===== src/rtl/mcp3_pkg.sv =====
// mcp3_pkg: shared requester count, index width, arbiter state encoding and one-hot-to-index helper.
package mcp3_pkg;
    localparam int N_REQ = 6;
    localparam int IDX_W = 3;
    typedef enum logic [1:0] {IDLE = 2'd0, GRANT = 2'd1, FAULT = 2'd2} state_t;
    // OR of set-bit positions; exact for one-hot input, 0 for an all-zero input.
    function automatic logic [IDX_W-1:0] oh2idx(input logic [N_REQ-1:0] oh);
        logic [IDX_W-1:0] idx;
        idx = '0;
        for (int i = 0; i < N_REQ; i++)
            if (oh[i]) idx = idx | IDX_W'(i);
        return idx;
    endfunction
endpackage


===== src/rtl/mcp3_arb06_if.sv =====
// mcp3_arb06_if: arbiter bus.
//   req[5:0] level requests, enable permits new grants, done releases the grant,
//   err_clear clears sticky errors; gnt[5:0] one-hot grant, gnt_valid, gnt_id[2:0],
//   timeout_err and one_hot_err sticky flags. slave = arbiter side, master = client side.
interface mcp3_arb06_if;
    import mcp3_pkg::*;
    logic [N_REQ-1:0] req;
    logic             enable;
    logic             done;
    logic             err_clear;
    logic [N_REQ-1:0] gnt;
    logic             gnt_valid;
    logic [IDX_W-1:0] gnt_id;
    logic             timeout_err;
    logic             one_hot_err;
    modport slave (input req, enable, done, err_clear,
                   output gnt, gnt_valid, gnt_id, timeout_err, one_hot_err);
    modport master (output req, enable, done, err_clear,
                    input gnt, gnt_valid, gnt_id, timeout_err, one_hot_err);
endinterface


===== src/rtl/mcp3_rrp06.sv =====
// mcp3_rrp06: combinational round-robin pick.
//   req[5:0] requests, ptr[2:0] search start; win[5:0] one-hot first set req at or above ptr, wrapping.
module mcp3_rrp06
    import mcp3_pkg::*;
(
    input  logic [N_REQ-1:0] req,
    input  logic [IDX_W-1:0] ptr,
    output logic [N_REQ-1:0] win
);
    localparam logic [N_REQ-1:0] ONE = N_REQ'(1);
    logic [N_REQ-1:0] upper;
    logic [N_REQ-1:0] pick;
    // Prefer requests at or above ptr; otherwise wrap to the full vector, then isolate the lowest set bit.
    assign upper = req & ~((ONE << ptr) - ONE);
    assign pick  = (|upper) ? upper : req;
    assign win   = pick & (~pick + ONE);
endmodule


===== src/rtl/mcp3_arb06.sv =====
// mcp3_arb06: 6-way round-robin arbiter with hold timeout and grant-encoding fault detection.
//   clock, reset_n (async active-low), bus: slave side of mcp3_arb06_if.
//   MAX_HOLD: max cycles a grant is held without done (0 disables the timeout).
module mcp3_arb06
    import mcp3_pkg::*;
#(
    parameter logic [7:0] MAX_HOLD = 8'd64
) (
    input  logic         clock,
    input  logic         reset_n,
    mcp3_arb06_if.slave  bus
);
    localparam logic [N_REQ-1:0] ONE = N_REQ'(1);
    state_t           state, state_n;
    logic [N_REQ-1:0] gnt_q, gnt_n, win;
    logic             gv_q, gv_n, terr_q, terr_n, oh_q, oh_n, bad, tmo;
    logic [IDX_W-1:0] ptr_q, ptr_n, id, nxt, ptr_sel;
    logic [7:0]       cnt_q, cnt_n;
    assign id  = oh2idx(gnt_q);
    assign nxt = (id == IDX_W'(N_REQ - 1)) ? '0 : id + IDX_W'(1);
    assign bad = gv_q ? (gnt_q == '0 || (gnt_q & (gnt_q - ONE)) != '0) : (gnt_q != '0);
    assign tmo = (MAX_HOLD != 8'd0) && (cnt_q == MAX_HOLD - 8'd1);
    // A release searches from the slot after the current grantee so back-to-back grants rotate.
    assign ptr_sel = (state == GRANT) ? nxt : ptr_q;
    mcp3_rrp06 u_rrp (.req(bus.req), .ptr(ptr_sel), .win(win));
    assign bus.gnt         = gnt_q;
    assign bus.gnt_valid   = gv_q;
    assign bus.gnt_id      = gv_q ? id : '0;
    assign bus.timeout_err = terr_q;
    assign bus.one_hot_err = oh_q;
    always_comb begin
        state_n = state;
        gnt_n   = gnt_q;
        gv_n    = gv_q;
        ptr_n   = ptr_q;
        cnt_n   = cnt_q;
        terr_n  = terr_q & ~bus.err_clear;
        oh_n    = oh_q & ~bus.err_clear;
        if (bad) begin
            oh_n    = 1'b1;
            gnt_n   = '0;
            gv_n    = 1'b0;
            state_n = FAULT;
        end else begin
            unique case (state)
                IDLE: if (bus.enable && bus.req != '0) begin
                    gnt_n   = win;
                    gv_n    = 1'b1;
                    cnt_n   = '0;
                    state_n = GRANT;
                end
                GRANT: if (bus.done) begin
                    ptr_n = nxt;
                    cnt_n = '0;
                    if (bus.enable && bus.req != '0) begin
                        gnt_n = win;
                    end else begin
                        gnt_n   = '0;
                        gv_n    = 1'b0;
                        state_n = IDLE;
                    end
                end else if (tmo) begin
                    ptr_n   = nxt;
                    gnt_n   = '0;
                    gv_n    = 1'b0;
                    terr_n  = 1'b1;
                    state_n = IDLE;
                end else begin
                    cnt_n = cnt_q + 8'd1;
                end
                FAULT: if (bus.err_clear) state_n = IDLE;
                default: state_n = IDLE;
            endcase
        end
    end
    always_ff @(posedge clock or negedge reset_n) begin
        if (!reset_n) begin
            state  <= IDLE;
            gnt_q  <= '0;
            gv_q   <= 1'b0;
            ptr_q  <= '0;
            cnt_q  <= '0;
            terr_q <= 1'b0;
            oh_q   <= 1'b0;
        end else begin
            state  <= state_n;
            gnt_q  <= gnt_n;
            gv_q   <= gv_n;
            ptr_q  <= ptr_n;
            cnt_q  <= cnt_n;
            terr_q <= terr_n;
            oh_q   <= oh_n;
        end
    end
endmodule

===== src/flat_wrapper.sv =====
// flat-port wrapper written by rule: the top's interface ports become plain ports
module mcp3_arb06_flat import mcp3_pkg::*;
#(
    parameter logic [7:0] MAX_HOLD = 8'd64
)
  (clock, reset_n, bus_req, bus_enable, bus_done, bus_err_clear, bus_gnt, bus_gnt_valid, bus_gnt_id, bus_timeout_err, bus_one_hot_err);
  mcp3_arb06_if bus_i ();
  input  logic clock;
  input  logic reset_n;
  input wire logic [$bits(bus_i.req)-1:0] bus_req;
  input wire logic [$bits(bus_i.enable)-1:0] bus_enable;
  input wire logic [$bits(bus_i.done)-1:0] bus_done;
  input wire logic [$bits(bus_i.err_clear)-1:0] bus_err_clear;
  output wire logic [$bits(bus_i.gnt)-1:0] bus_gnt;
  output wire logic [$bits(bus_i.gnt_valid)-1:0] bus_gnt_valid;
  output wire logic [$bits(bus_i.gnt_id)-1:0] bus_gnt_id;
  output wire logic [$bits(bus_i.timeout_err)-1:0] bus_timeout_err;
  output wire logic [$bits(bus_i.one_hot_err)-1:0] bus_one_hot_err;
  assign bus_i.req = bus_req;
  assign bus_i.enable = bus_enable;
  assign bus_i.done = bus_done;
  assign bus_i.err_clear = bus_err_clear;
  assign bus_gnt = bus_i.gnt;
  assign bus_gnt_valid = bus_i.gnt_valid;
  assign bus_gnt_id = bus_i.gnt_id;
  assign bus_timeout_err = bus_i.timeout_err;
  assign bus_one_hot_err = bus_i.one_hot_err;
  mcp3_arb06 #(.MAX_HOLD(MAX_HOLD)) u_core (.clock(clock), .reset_n(reset_n), .bus(bus_i));
endmodule

===== config.mk =====
export PLATFORM = sky130hd
export DESIGN_NAME = mcp3_arb06_flat
export DESIGN_NICKNAME = d
export VERILOG_FILES = /design/src/rtl/mcp3_pkg.sv /design/src/rtl/mcp3_arb06_if.sv /design/src/rtl/mcp3_rrp06.sv /design/src/rtl/mcp3_arb06.sv /design/src/flat_wrapper.sv
export SDC_FILE = /design/constraint.sdc
export NUM_CORES = 1
export LEC_CHECK = 0
export CORE_MARGIN = 2
export CORE_UTILIZATION = 40
export CTS_CLUSTER_DIAMETER = 100
export DETAILED_ROUTE_END_ITERATION = 8
export HOLD_SLACK_MARGIN = 0.08
export PLACE_DENSITY = 0.67
export SETUP_SLACK_MARGIN = 0.02
export SYNTH_ARGS = -nofsm -noshare
export SYNTH_HDL_FRONTEND = slang
export SYNTH_SLANG_ARGS = --single-unit

===== constraint.sdc =====
create_clock -name clock -period 5.1 [get_ports clock]
set_input_delay 1.02 -clock clock [delete_from_list [all_inputs] [get_ports clock]]
set_output_delay 1.02 -clock clock [all_outputs]
set_load 0.005 [all_outputs]

==> results of run 1 <==
[stage by stage]
stage	area, um^2	setup slack, ps	std cells	total power [uW]	hold WS (ps)
2_1_floorplan	1580	1800	179	733	475
3_3_place_gp	1830	1340	242	889	512
3_5_place_dp	1830	1210	242	905	509
4_1_cts	1880	1180	246	1040	528
5_1_grt	1880	973	246	1140	569
6_report	1880	1120	246	1040	525
[final cells by class]
cell class,count,area [um^2],area share (%)
multi-input cells,141,961,51.1
flip-flops and latches,22,551,29.3
repair buffers,22,220,11.7
well taps,48,60.1,3.19
clock buffers,4,55.1,2.93
inverters,9,33.8,1.80
[placed cells by master, fill, tap and decap left out, drive strengths merged, types with 3 or more instances in the layout]
| cell | Yosys | routed |
|---|---|---|
| o21a | 4 | 4 |
| nand4 | 4 | 4 |
| mux2i | 6 | 6 |
| and3 | 4 | 4 |
| nand3 | 9 | 9 |
| nand2b | 5 | 5 |
| o22ai | 3 | 3 |
| nor3 | 4 | 4 |
| clkdlybuf4s50 | 0 | 22 |
| clkbuf | 2 | 4 |
| dfrtp | 22 | 22 |
| mux2 | 3 | 3 |
| o31ai | 6 | 6 |
| nor2 | 15 | 15 |
| nand2 | 18 | 18 |
| inv | 9 | 9 |
| a21oi | 5 | 5 |
| o21ai | 9 | 9 |
| xor2 | 6 | 6 |
[sequential cells by signal, indices dropped and copies added, names as in the netlist]
signal and flops:
u_core.bus.gnt 6, u_core.bus.gnt_valid 1, u_core.bus.one_hot_err 1, u_core.bus.timeout_err 1
u_core.cnt_q 8, u_core.ptr_q 3, u_core.state 2
[path summary, 6_finish.rpt]
kind | start | endpoint | slack (ps) | depth (start not counted)
min in group asynchronous | reset_n | u_core.cnt_q[3] | 1300 | 1
max in group asynchronous | reset_n | u_core.bus.gnt[2] | 3200 | 1
min | u_core.cnt_q[4] | u_core.cnt_q[4] | 520 | 1
max | u_core.state[0] | u_core.bus.gnt[1] | 1120 | 10
max reg2reg | u_core.state[0] | u_core.bus.gnt[1] | 1120 | 10
min reg2reg | u_core.cnt_q[4] | u_core.cnt_q[4] | 520 | 1
[metal layers]
layer  track usage [%]  vias to the layer above
met5                 0                        -
met4              7.14                        0
met3              3.72                       14
met2              32.3                       34
met1              25.3                      681
li1                  -                      708
[power breakdown]
part	switching, uW	internal [uW]
clock network	57.7	68.8
logic	358	262
registers	72.4	217
[critical path, stage by stage (launching register included)]
cell     delay [ps]
dfrtp_1         510
nor2b_1         610
mux2_2          430
a21oi_1         310
nand2_1         130
ha_1            290
or4_4           590
a32oi_4         330
nand3_2         140
o31a_1          270
a32o_1          250
[cells by family after synthesis]
logic type,share of synthesized area (%)
flops,34.8
simple gates,24.5
compound gates,24.9
mux,5.94
fa+ha+maj,1.58
xor+xnor,3.88
buf+inv,4.35
[cells in the mapped netlist (4+ instances only)]
master    count
a21oi_1       5
and3_1        4
buf_2         4
dfrtp_1      22
inv_1         9
mux2i_1       6
nand2_1      18
nand2b_1      5
nand3_1       8
nand4_1       4
nor2_1       15
nor3_1        4
o21a_1        4
o21ai_0       6
o31ai_1       6
xor2_1        6
==> impl_metrics.toml, run 1 <==
[logic_synthesis]
async_flop_share_pct = 100
ys.flop_type = "dfrtp_1"
synth-edff-count = 0
synth_cell_types = 54
synth_nets = 192
syn_avg_cell_area_um2 = 8.83
ys_seq_area_share_pct = 34.8
synthTopCellsByArea = "dfrtp_1 35%, nand2_1 4.3%, mux2i_1 3.8%, nor2_1 3.6%, xor2_1 3.3%"
synthCells = 179
ys_seq_elements = 22
ys_warn_count = 0
yosysTopAreaCell = "dfrtp_1"
syn-cell-area_um2 = 1580
synth_top_area_share_pct = 34.8

[timing]
fin_crit_ps = 3980
setup_violations = 0
skew_ps = 2.93
max_slew_margin_pct = 33.6
rsz0062_at_grt = "false"
finalMaxSlewViolations = 0
max_freq_mhz = 251
tightest_slew_ps = 993
hold_violations = 0
fin_tns_setup_ps = 0
finalCritPeriodShare_pct = 78.1

[grt]
antenna_found_initial = 0
grt_max_degree = 23
grt_pass1_vias = 1402
grt_pass1_wl_um = 6670
grt_overflow = 0
grt.total_usage_pct = 19.6

[clock_tree]
cts_sinks = 22
insertion_delay_ps = 260
post_cts_buffers = 0
ctsResizeCount = 0
cts.clk_slew.worst_paths_ps = 80
postCtsHoldBufs = 0
numCtsBuffers = 3
clockBufferDepth = 2
cts_tree = "done"
htree_levels = 1
root_buffer = "clkbuf_8"

[setup_path]
worstSetupEndpointType = "flip-flop"
crit_type = "flip-flop to flip-flop"
startpoint_type = "flip-flop"
critPathRequiredTime_ps = 5250
crit_arrival_ps = 4130
cp_max_fo = 10

[routing]
wl_met1_um = 1740
wl_per_cell_um = 15.6
dr.pass1.iters = 4
wl_met3_um = 122
ant_nets = 0
met2_wirelength_um = 1860
vias = 1437
viasPerCell = 5.84
drc = 0
maxUsedRoutingLayer = "met4"
wirelength_um = 3850
drtIter0Drc = 84

[run_status]
status = "finished clean"

[floorplan]
rows = 22
design.die.area_um2 = 4470
coreArea_um2 = 3720
die_y_um = 66.9
io_pins = 23
dieWidth_um = 66.9
initial_core_util_pct = 42.5

[cells_and_area]
layout-drive-gt1-share_pct = 7.07
syn_to_final_growth_pct = 19.0
final_nets = 212
utilization_pct = 50.6
n_antenna_cell = 0
fill_cells = 346

[pwr]
leakagePower_uw = 0.000778
vdd_drop_max_v = 0.000214
power_density_nw_per_um2 = 551

[hold_path]
hold_class = "flip-flop to flip-flop"

[placed_design]
gp_congestion = 0.908
dp_hpwl_um = 2940
io_buffers = 22

[run]
max_cap_viol_count = 0
(Power assumes the default switching activity.)
==> run 2: changes to the inputs <==
Clock period 5.1 ns to 3.67 ns, I/O delays scaled along.
==> impl_metrics.toml, run 2 (synthesis results as in run 1) <==
[pwr]
p_sw_share_pct = 45.2
leakagePower_uw = 0.000806
power.share.sequential_pct = 26.3
vdd_drop_max_v = 0.000266
internal_power_uw = 842
comb_power_share_pct = 58.8
power_density_nw_per_um2 = 797
power.share.clock_pct = 14.9
p_sw_uw = 695
totalPowerFinal_uw = 1540

[timing]
max_freq_mhz = 305
rsz0062_at_grt = "false"
fin_tns_setup_ps = 0
skew_ps = 5.82
max_slew_margin_pct = 33.1
finalMaxSlewViolations = 0
hold_violations = 0
fin_crit_ps = 3280
tightest_slew_ps = 1000
whs_ps = 523
final.setup.worst_slack_ps = 388
setup_violations = 0
finalCritPeriodShare_pct = 89.4

[setup_path]
critPathRequiredTime_ps = 3830
reg2reg_slack_ps = 390
r2r_cells = 10
startpoint_type = "flip-flop"
crit_arrival_ps = 3440
crit_path_end = "u_core.bus.gnt[1]"
regToRegEndpoint = "u_core.bus.gnt[1]"
cp_max_fo = 10
r2r-start = "u_core.state[0]"
worstSetupEndpointType = "flip-flop"
startpoint = "u_core.state[0]"
crit_type = "flip-flop to flip-flop"

[run_status]
status = "finished clean"

[cells_and_area]
fill_cells = 335
layout_common_cells = "22 x clkdlybuf4s50_1, 22 x dfrtp_1, 18 x nand2_1"
finalNonFillerCells = 250
final_nets = 216
syn_to_final_growth_pct = 21.9
largest_register_ffs = 8
layout-drive-gt1-share_pct = 8.91
n_antenna_cell = 0
largest-register = "u_core.cnt_q"

[grt]
grt.total_usage_pct = 19.7
grt_pass1_vias = 1402
grt_max_degree = 23
grt_pass1_wl_um = 6670
antenna_found_initial = 0
grt_overflow = 0

[routing]
ant_nets = 0
drc = 0
wl_per_cell_um = 15.6
viasPerCell = 5.86
dr.pass1.iters = 4
drtIter0Drc = 117
wirelength_um = 3890
vias = 1466

[clock_tree]
cts_sinks = 22
post_cts_buffers = 0
root_buffer = "clkbuf_8"
cts_tree = "done"
numCtsBuffers = 3
ctsResizeCount = 0
clockBufferDepth = 2
cts.clk_slew.worst_paths_ps = 90
htree_levels = 1
insertion_delay_ps = 270
postCtsHoldBufs = 0

[placed_design]
gp_congestion = 0.941
dp_hpwl_um = 2900
placed_cells = 246
io_buffers = 22
post-place-ws_ps = 423

[floorplan]
die_y_um = 66.9
io_pins = 23
coreArea_um2 = 3720
design.die.area_um2 = 4470
initial_core_util_pct = 42.5
dieWidth_um = 66.9
rows = 22

[hold_path]
worstHoldStart = "u_core.bus.one_hot_err"
hold_class = "flip-flop to flip-flop"

[run]
max_cap_viol_count = 0
run 2: per-layer routing:
metal | vias up | routed length [um] | GRT usage (%)
li1 | 713 | - | -
met1 | 694 | 1810 | 26.4
met2 | 52 | 1810 | 32.9
met3 | 7 | 200 | 3.04
met4 | 0 | 74 | 5.61
met5 | - | 0 | 0
run 2: worst min-delay path by stage:
| stage | endpoint | depth (start not counted) |
|---|---|---|
| final | u_core.bus.one_hot_err | 2 |
| after CTS | u_core.bus.one_hot_err | 2 |
| after floorplan | u_core.bus.gnt[0] | 0 |
| after global placement | u_core.cnt_q[4] | 1 |
| after global routing | u_core.bus.one_hot_err | 2 |
| after detailed placement | u_core.bus.one_hot_err | 2 |
run 2: power groups by stage:
stage | Combinational (uW) | Sequential [uW] | Clock (uW)
after global routing | 1010 | 416 | 247
after CTS | 898 | 404 | 234
after global placement | 876 | 401 | 0
after floorplan | 665 | 354 | 0
final | 903 | 404 | 229
after detailed placement | 888 | 409 | 0
run 2: layout make-up:
class,instances,area [um^2],area share [%]
Clock buffer,3,41.3,2.14
Timing Repair Buffer,26,250,13.0
Inverter,9,33.8,1.75
Tap cell,48,60.1,3.12
Multi-Input combinational cell,141,961,49.9
Sequential cell,22,551,28.6
Clock inverter,1,30.0,1.56
run 2: metrics by stage:
stage	utilization, %	area, um^2
after global routing	51.9	1930
final	51.9	1930
after CTS	51.9	1930
after global placement	49.9	1860
after floorplan	-	1580
after detailed placement	49.9	1860
run 2: critical path: stages (launching register included):
cell,delay [ps]
dfrtp_1,520
nor2b_1,230
mux2_2,370
a21oi_1,180
nand2_1,90
ha_1,220
or4_4,560
a32oi_4,320
nand3_2,140
o31a_1,280
a32o_1,250
==> run 3: changes to the inputs <==
Settings changed: PLACE_DENSITY 0.67 to 0.69, SKIP_CTS_REPAIR_TIMING from default to 1.
Clock period 3.67 ns to 2.95 ns, I/O delays scaled along.
==> impl_metrics.toml, run 3 (synthesis results as in run 1) <==
[cells_and_area]
final_common_cell = "buf_4"
final_nets = 241
largest-register = "u_core.cnt_q"
layout_common_cells = "23 x buf_4, 22 x clkdlybuf4s50_1, 21 x dfrtp_1"
n_antenna_cell = 0
finalInstanceArea_um2 = 2270
largest_register_ffs = 8
finalNonFillerCells = 275
syn_to_final_growth_pct = 43.4
layout-drive-gt1-share_pct = 26.4

[timing]
skew_ps = 7.19
rsz0062_at_grt = "true"
max_freq_mhz = 343
fin_crit_ps = 2920
finalCritPeriodShare_pct = 99.0
fin_tns_setup_ps = 0
tightest_slew_ps = 527
max_slew_margin_pct = 64.6
finalMaxSlewViolations = 0
hold_violations = 0
setup_violations = 0

[placed_design]
placed_cells = 263
dpl_cell_area_um2 = 2000
dp_hpwl_um = 3350
gp_congestion = 0.919
io_buffers = 22

[setup_path]
crit_type = "flip-flop to flip-flop"
r2r-start = "u_core.bus.gnt[1]"
critPathRequiredTime_ps = 3120
cp_max_fo = 9
crit_arrival_ps = 3090
regToRegEndpoint = "u_core.bus.gnt[1]"
startpoint = "u_core.bus.gnt[1]"
r2r_cells = 11
startpoint_type = "flip-flop"
reg2reg_slack_ps = 30
worstSetupEndpointType = "flip-flop"

[grt]
grt_pass1_wl_um = 7360
grt_overflow = 0
grt_pass1_vias = 1557
antenna_found_initial = 0
grt.total_usage_pct = 21.9
grt_max_degree = 23

[clock_tree]
numCtsBuffers = 3
clockBufferDepth = 2
insertion_delay_ps = 270
htree_levels = 1
cts_sinks = 22
root_buffer = "clkbuf_8"
cts_tree = "done"
cts.clk_slew.worst_paths_ps = 90

[routing]
wirelength_um = 4910
vias = 1675
ant_nets = 0
wl_per_cell_um = 17.8
drtIter0Drc = 183
dr.pass1.iters = 5
drc = 0
viasPerCell = 6.09

[pwr]
power_density_nw_per_um2 = 1090
vdd_drop_max_v = 0.000384
leakagePower_uw = 0.000964

[run_status]
status = "finished clean"

[floorplan]
io_pins = 23
initial_core_util_pct = 42.5
dieWidth_um = 66.9
coreArea_um2 = 3720
die_y_um = 66.9
rows = 22
design.die.area_um2 = 4470

[hold_path]
min_to = "u_core.cnt_q[4]"
hold_class = "flip-flop to flip-flop"
worstHoldStart = "u_core.cnt_q[4]"
hold_depth = 1

[run]
max_cap_viol_count = 0
-- run 3: critical path: stages, from the launching register on --
cell and delay (ps):
dfrtp_1 420, buf_4 180, or3b_1 220, nand3_2 160, a21oi_4 200, nand2_2 90, ha_4 170, or4_4 510
a32oi_4 230, nand3_2 120, o31a_1 280, a32o_1 240
-- run 3: cell type report --
class | instances | area [um^2]
Fill cell | 299 | 1450
Multi-Input combinational cell | 141 | 1080
Sequential cell | 22 | 552
Timing Repair Buffer | 51 | 469
Tap cell | 48 | 60.1
Clock buffer | 3 | 41.3
Inverter | 9 | 33.8
Clock inverter | 1 | 30.0
-- run 3: power by group --
| group | internal, uW | total, uW | switching [uW] | leakage [uW] |
|---|---|---|---|---|
| combinational | 822 | 1720 | 901 | 0.000635 |
| clock | 181 | 289 | 107 | 0.0000357 |
| sequential | 377 | 457 | 80.8 | 0.000293 |
| total | 1380 | 2470 | 1090 | 0.000964 |
-- run 3: per-stage QoR --
stage / utilization [%] / hold WS, ps / setup slack (ps) / total power [uW]
after global placement: 53.9 / 513 / 123 / 1760
after CTS: 55.9 / 546 / -14.3 / 2100
final: 61.0 / 546 / 30.4 / 2470
after floorplan: - / 294 / -57.2 / 1320
after detailed placement: 53.9 / 525 / 39.1 / 1810
after global routing: 61.0 / 577 / -64.8 / 2630
-- run 3: metal layers --
metal	global-route usage [%]	vias to the layer above	wire, um
li1	-	772	-
met1	28.7	797	2150
met2	37.1	92	2330
met3	2.36	14	281
met4	8.16	0	140
met5	0	-	0
-- run 3: worst max-delay path by stage --
stage,end,slack [ps],cells past startpoint
6_report,u_core.bus.gnt[1],30,11
5_1_grt,u_core.bus.gnt[1],-60,11
4_1_cts,u_core.bus.gnt[1],-10,9
3_5_place_dp,u_core.bus.gnt[1],40,11
3_3_place_gp,u_core.bus.gnt[1],120,11
2_1_floorplan,u_core.bus.gnt[1],-60,11
